**config.mk**
```make
export PLATFORM = sky130hd
export DESIGN_NAME = control_sequencer
export DESIGN_NICKNAME = d
export VERILOG_FILES = /design/src/rtl/control_sequencer.sv
export SDC_FILE = /design/constraint.sdc
export NUM_CORES = 1
export LEC_CHECK = 0
export CELL_PAD_IN_SITES_DETAIL_PLACEMENT = 1
export CELL_PAD_IN_SITES_GLOBAL_PLACEMENT = 2
export CORE_MARGIN = 3
export CORE_UTILIZATION = 24
export CTS_CLUSTER_DIAMETER = 200
export DETAILED_ROUTE_END_ITERATION = 8
export DONT_BUFFER_PORTS = 1
export GPL_TIMING_DRIVEN = 1
export PLACE_DENSITY_LB_ADDON = 0.1
export SYNTH_ARGS = -nofsm -noshare
export SYNTH_HDL_FRONTEND = slang
export SYNTH_SLANG_ARGS = --single-unit
```
**constraint.sdc**
```tcl
create_clock -name Clock -period 1.5 [get_ports Clock]
set_clock_uncertainty 0.15 [all_clocks]
set_input_delay 0.15 -clock Clock [delete_from_list [all_inputs] [get_ports Clock]]
set_output_delay 0.15 -clock Clock [all_outputs]
set_load 0.1 [all_outputs]
```
**src/rtl/control_sequencer.sv**
```systemverilog
// Hardwired Moore fetch/decode/execute sequencer that drives the Datapath strobes; outputs decode state and IR[31:27].
// Latency: 3 fetch steps plus 1-4 execute steps per instruction; no backpressure, Stop is only sampled on the last step.
module control_sequencer (
    input  logic        Clock,
    input  logic        Reset,
    input  logic [31:0] IR,
    input  logic        Stop,
    output logic        Run,
    output logic        PCout,
    output logic        Zlowout,
    output logic        Zhighout,
    output logic        MDRout,
    output logic        HIout,
    output logic        LOout,
    output logic        Cout,
    output logic        BAout,
    output logic        Rout,
    output logic        MARin,
    output logic        Zin,
    output logic        PCin,
    output logic        MDRin,
    output logic        IRin,
    output logic        Yin,
    output logic        LOin,
    output logic        HIin,
    output logic        Rin,
    output logic        CONin,
    output logic        IncPC,
    output logic        Read,
    output logic        Write,
    output logic        Gra,
    output logic        Grb,
    output logic        Grc,
    output logic [3:0]  ALUop
);
    localparam logic [3:0] ALU_ADD = 4'd0;
    localparam logic [3:0] ALU_SUB = 4'd1;
    localparam logic [3:0] ALU_AND = 4'd2;
    localparam logic [3:0] ALU_OR  = 4'd3;
    localparam logic [3:0] ALU_MUL = 4'd4;
    localparam logic [3:0] ALU_DIV = 4'd5;

    localparam logic [4:0] OP_LDI  = 5'b00001;
    localparam logic [4:0] OP_ADD  = 5'b00011;
    localparam logic [4:0] OP_SUB  = 5'b00100;
    localparam logic [4:0] OP_AND  = 5'b00101;
    localparam logic [4:0] OP_OR   = 5'b00110;
    localparam logic [4:0] OP_MUL  = 5'b01110;
    localparam logic [4:0] OP_DIV  = 5'b01111;
    localparam logic [4:0] OP_MFHI = 5'b11000;
    localparam logic [4:0] OP_MFLO = 5'b11001;
    localparam logic [4:0] OP_HALT = 5'b11011;

    typedef enum logic [3:0] {
        S_RST, S_T0, S_T1, S_T2, S_T3, S_T4, S_T5, S_T6, S_HALT
    } state_t;

    state_t     r_state;
    logic [4:0] w_op;
    logic       w_is_alu;
    logic       w_is_md;
    logic       w_is_ldi;
    logic       w_unused_ir;

    assign w_op        = IR[31:27];
    assign w_unused_ir = ^IR[26:0];
    assign w_is_alu    = (w_op == OP_ADD) || (w_op == OP_SUB) || (w_op == OP_AND) || (w_op == OP_OR);
    assign w_is_md     = (w_op == OP_MUL) || (w_op == OP_DIV);
    assign w_is_ldi    = (w_op == OP_LDI);

    always_ff @(posedge Clock) begin
        if (Reset) begin
            r_state <= S_RST;
        end else begin
            case (r_state)
                S_RST:  r_state <= S_T0;
                S_T0:   r_state <= S_T1;
                S_T1:   r_state <= S_T2;
                S_T2:   r_state <= S_T3;
                S_T3: begin
                    if (w_op == OP_HALT)                      r_state <= S_HALT;
                    else if (w_is_alu || w_is_md || w_is_ldi) r_state <= S_T4;
                    else                                      r_state <= Stop ? S_HALT : S_T0;
                end
                S_T4:   r_state <= S_T5;
                S_T5: begin
                    if (w_is_md) r_state <= S_T6;
                    else         r_state <= Stop ? S_HALT : S_T0;
                end
                S_T6:   r_state <= Stop ? S_HALT : S_T0;
                S_HALT: r_state <= S_HALT;
                default: r_state <= S_RST;
            endcase
        end
    end

    always_comb begin
        Run = (r_state != S_RST) && (r_state != S_HALT);
        PCout = 1'b0; Zlowout = 1'b0; Zhighout = 1'b0; MDRout = 1'b0; HIout = 1'b0;
        LOout = 1'b0; Cout = 1'b0; BAout = 1'b0; Rout = 1'b0;
        MARin = 1'b0; Zin = 1'b0; PCin = 1'b0; MDRin = 1'b0; IRin = 1'b0;
        Yin = 1'b0; LOin = 1'b0; HIin = 1'b0; Rin = 1'b0; CONin = 1'b0;
        IncPC = 1'b0; Read = 1'b0; Write = 1'b0;
        Gra = 1'b0; Grb = 1'b0; Grc = 1'b0;
        ALUop = ALU_ADD;
        case (r_state)
            S_T0: begin PCout = 1'b1; MARin = 1'b1; IncPC = 1'b1; Zin = 1'b1; end
            S_T1: begin Zlowout = 1'b1; PCin = 1'b1; Read = 1'b1; MDRin = 1'b1; end
            S_T2: begin MDRout = 1'b1; IRin = 1'b1; end
            S_T3: begin
                if (w_is_alu)             begin Grb = 1'b1; Rout = 1'b1; Yin = 1'b1; end
                else if (w_is_md)         begin Gra = 1'b1; Rout = 1'b1; Yin = 1'b1; end
                else if (w_is_ldi)        begin Grb = 1'b1; BAout = 1'b1; Yin = 1'b1; end
                else if (w_op == OP_MFHI) begin HIout = 1'b1; Gra = 1'b1; Rin = 1'b1; end
                else if (w_op == OP_MFLO) begin LOout = 1'b1; Gra = 1'b1; Rin = 1'b1; end
            end
            S_T4: begin
                Zin = 1'b1;
                if (w_is_ldi)     Cout = 1'b1;
                else              Rout = 1'b1;
                if (w_is_alu)     Grc = 1'b1;
                else if (w_is_md) Grb = 1'b1;
                case (w_op)
                    OP_SUB:  ALUop = ALU_SUB;
                    OP_AND:  ALUop = ALU_AND;
                    OP_OR:   ALUop = ALU_OR;
                    OP_MUL:  ALUop = ALU_MUL;
                    OP_DIV:  ALUop = ALU_DIV;
                    default: ALUop = ALU_ADD;
                endcase
            end
            S_T5: begin
                Zlowout = 1'b1;
                if (w_is_md) LOin = 1'b1;
                else begin Gra = 1'b1; Rin = 1'b1; end
            end
            S_T6: begin Zhighout = 1'b1; HIin = 1'b1; end
            default: ;
        endcase
    end
endmodule
```
* Word-level counts from Yosys, hierarchy flattened
Index checks and enable logic that the tools add are counted.
Widths: inputs -> output; s select.
** Storage, ports and cells
- Flip-flop bits (word level) :: 4
- Latch bits :: 0
- Memory bits (writable) :: 0
- ROM bits :: 0
- Bits of input ports :: 35
- Logic and storage cells :: 82
- Memories kept :: 0
** Operators by class
- Add/sub/neg operators :: 0
- Multiply operators :: 0
- Div/mod/pow operators :: 0
- Order comparisons :: 0
- Eq/ne operators :: 19
- Shift operators :: 0
- Multiplexer cells :: 51
- Bitwise gates (word level) :: 0
- Reduce and logical (&&, ||, !) cells :: 11
** Operators with widths (count)
- $mux 1 :: 40
- $pmux 4 s9 :: 1
- $eq 4x3->1 const B :: 4
- $mux 4 :: 4
- $eq 5x3->1 const B :: 3
- $eq 5x5->1 const B :: 3
- $pmux 3 s5 :: 1
- $eq 5x4->1 const B :: 2
- $eq 4x2->1 const B :: 2
- $pmux 1 s2 :: 4
- $logic_or 1x1->1 :: 6
- $eq 5x1->1 const B :: 1
- $eq 5x2->1 const B :: 1
- $eq 4x1->1 const B :: 1
- $eq 4x4->1 const B :: 1
- $logic_not 4->1 :: 1
- $ne 4x4->1 const B :: 1
- $reduce_bool 4->1 :: 1
- $reduce_or 2->1 :: 2
- $mux 3 :: 1
- $logic_and 1x1->1 :: 1

* Logic depth before layout (Yosys ltp)
- Word-level depth :: 9
- Gate-level depth with buffers :: 5
- Depth with buffers taken out :: 4

* Worst setup path before layout
No wires, ideal clock.
- Path kind :: flip-flop to output port
- Start :: reg r_state[1]
- End :: out ALUop[0]
- Data arrival time :: 5.527 ns
- Data required time :: 1.200 ns
- Slack :: -4.327 ns
- Cell stages (with the launch flop) :: 6
- Cell sequence :: dfxtp_1 -> buf_6 -> nand2b_1 -> nor2_1 -> nand2_1 -> a2111oi_0
** Between the ends
- Longest elaborated chain between the ends :: 2
** Ends and longest elaborated chain
- start, declared :: RTL line 58 : state_t r_state;
- start signal, assigned :: RTL line 83 : else r_state <= Stop ? S_HALT : S_T0;
- start signal, assigned :: RTL line 88 : else r_state <= Stop ? S_HALT : S_T0;
- start signal, assigned :: RTL line 90 : S_T6: r_state <= Stop ? S_HALT : S_T0;
- $eq 4x3->1 :: RTL line 106 : case (r_state)
- $mux 3 :: RTL line 106
- end, declared :: RTL line 34 : output logic [3:0] ALUop
No other way between the ends.

* Worst setup path after layout
- Start :: reg r_state[1]
- End :: out Yin
** Between the ends
- Longest elaborated chain between the ends :: 2
** Ends and longest elaborated chain
- $eq 4x3->1 :: RTL line 106
- $mux 1 :: RTL line 106
- end, declared :: RTL line 23 : output logic Yin,
No other way between the ends.

==> impl_results.md <==
- Status: finished, violations left
- Failing checks: negative setup slack
- Most common cell after layout, fill and taps aside: buf_12
- Fillers: between 200 and 300
- RSZ-0062 raised after global routing: yes
- Root Buffer: clkbuf_4
- Via count: 929
- Sequential fraction of the synthesis area: between 10% and 20%
- Starting Density: 26.3%
- Pwr/cell area: between 600 and 700 nW/um^2
- Hold EP: r_state[0]
- Die H: slightly below 60 um
- Gpl congestion: about 0.84
- Core area: roughly 2600 um^2
- Multi-input gate area: around 740 um^2
- Crit path time final: between 1500 and 2000 ps
- Synth top area share: ~12%
- Synth Flop Type: dfxtp_1
- Gr usage total: 19.2%
- Largest cells by area after synthesis: buf_4 (12%), dfxtp_1 (12%), nor2_1 (8.9%), nor3_1 (5.2%), nand2_1 (5.0%)
- Largest Register: r_state
- Initial antenna violation count: 0
- Top flop regs: r_state (4)
- CP arrival: 1650 ps
- Hold Crit Class: input port to flop
- Wire length per cell: around 18 um
- R2r setup slk: -180 ps
- Cell Int Power: between 0.5 and 0.6 mW
- Register bit total from synthesis: 4
- Mapped Area: between 600 and 700 um^2
- Max_cap viols: 0
- Hold path startpoint: IR[31]
- WP data required: 1200 ps
- Nets: roughly 190
- Clock share of power: roughly an eighth
- Die X: a little under 60 um
- Largest net degree at the start of global routing: 13
- Worst hold path depth: 3
- Placed cell areas: 1510 um^2
- Fin area: approximately 1800 um^2
- Synth cell types: 37
- Setup slack after layout: -453 ps
- CTS Buf Count: 3
- Sw Share: roughly 52%
- Share of cells above drive strength 1: roughly 72%
- Max reg flops: 4
- First DRT Iteration DRCs: 32
- Max-slew violation count: 0
- Die Footprint: approximately 3500 um^2
- Antenna diodes: 0
- Reg clk slew, reported paths: ~40 ps
- Ys async rst share: 0%
- Crit-path max FO: 6
- Cell taking the most area after synthesis: buf_4
- Sequential power share: 12.5%
- Top Ports: 65
- FF-to-FF path depth: 5
- Leakage: ~0.67 nW
- Drt pass-1 iters: 4
- F_max: 512 MHz
- EDFF count, synth: 0
- Vias per cell: between 5 and 6
- # DRC: 0
- Setup TNS: -8390 ps
- Comb power frac: approximately 74%
- First-pass GRT wire length: just over 5 mm
- Final-report setup violation count: 31
- Routed WL: between 3 and 4 mm
- H-tree Lvls: 1
- Storage cell area: about 95 um^2
- Origin of the critical flop-to-flop path: r_state[1]
- DP HPWL: about 2.3 mm
- Kind of critical path: flop to primary output
- Worst-Skew Late Latency: roughly 240 ps
- P_sw: around 0.55 mW
- Startpoint Class: flop
- Critical Path Sink Type: primary output
- VDD IR max: between 500 and 600 uV
- Reg2reg end: r_state[2]
- Clock tree buffer depth: 2
- Tcrit/Tclk final: 130%
- Gate count of the mapped netlist: 101
- CTS sink count: 4
- Vias in the first global route: between 1000 and 1500
- Port-buffer cells: 0
- Yosys warns: 0
- Antenna Nets Post-Route: 0
- Syn Area/Cell: 6.68 um^2
- Gr ovfl total: 0
- CTS tree: done
- Final Hold Viols: 0
- Most frequent cells in the layout: buf_12 (22), buf_4 (21), buf_6 (11)
- Row count: 18
- Area Overhead vs Synth: 161%
stage by stage:
stage / total power [mW] / hold slack [ps] / instances / setup slack, ps / util [%]
2_1_floorplan: 0.685 / 115 / 103 / -831 / -
3_3_place_gp: 0.821 / 139 / 167 / -278 / 58.7
3_5_place_dp: 0.828 / 142 / 167 / -375 / 58.7
4_1_cts: 1.06 / 3.09 / 177 / -455 / 67.3
5_1_grt: 1.09 / 42.1 / 178 / -528 / 68.5
6_report: 1.06 / 53.0 / 178 / -453 / 68.5
layer usage:
metal / part of all wire [%] / global-route usage, %
met5: 0 / 0
met4: 1.4 / 6.15
met2: 55 / 36.0
met3: 5.6 / 4.79
met1: 38 / 20.8
cells by family (layout without fill, tap and decap cells):
logic type	Yosys count	in the layout	share of synthesized area, %
buffers and inverters	23	68	20.8
and+or+nand+nor	51	51	41.9
xor gates and xnor gates	3	3	3.90
AOI/OAI and AO/OA	18	18	19.3
DFF	4	4	11.9
other	1	3	0.556
muxes	1	1	1.67
power groups by stage:
stage	logic, mW	registers [mW]	clock network [mW]
CTS	0.785	0.132	0.140
finish	0.786	0.132	0.139
global route	0.810	0.134	0.150
detailed placement	0.691	0.137	0
floorplan	0.564	0.121	0
global placement	0.686	0.135	0
cell usage after synthesis (all sizes together) (2+ instances only):
master and count:
nor3 7, inv 5, clkbuf 2, a22o 2, nor2 17, a21o 2
dfxtp 4, nand3 5, a31oi 3, o32ai 2, xnor2 2, nand2 9
o22ai 2, nand2b 3, buf 16, a21oi 4
critical path: stages (launching register included):
cell and delay (ps):
dfxtp_4 360, or4b_4 560, nor2_4 140, nand3_4 90, clkinvlp_4 90, buf_12 160
what timing repair did:
action | 4_1_cts | 5_1_grt
pin swaps | 15 | 8
cloned | 0 | 0
setup endpoints to repair | 31 | 31
hold buffers | 1 | 1
setup buffers | 8 | 3
gates resized for setup | 36 | 9
endpoints found under the hold margin | 1 | 2
worst max path at each step:
stage                     from    end  slack [ps]  depth (start not counted)
floorplan           r_state[1]    Grb        -830                          5
global placement    r_state[0]  HIout        -280                          5
detailed placement  r_state[0]  LOout        -380                          5
CTS                 r_state[1]  LOout        -460                          5
global route        r_state[1]  HIout        -530                          5
finish              r_state[1]    Yin        -450                          5
final cells by class:
class,count,share of cell area (%)
Multi-Input combinational cell,76,42.1
Inverter,5,1.49
Clock buffer,3,1.28
Tap cell,30,2.13
Timing Repair Buffer,60,47.6
Sequential cell,4,5.41
(Power assumes the default switching activity.)
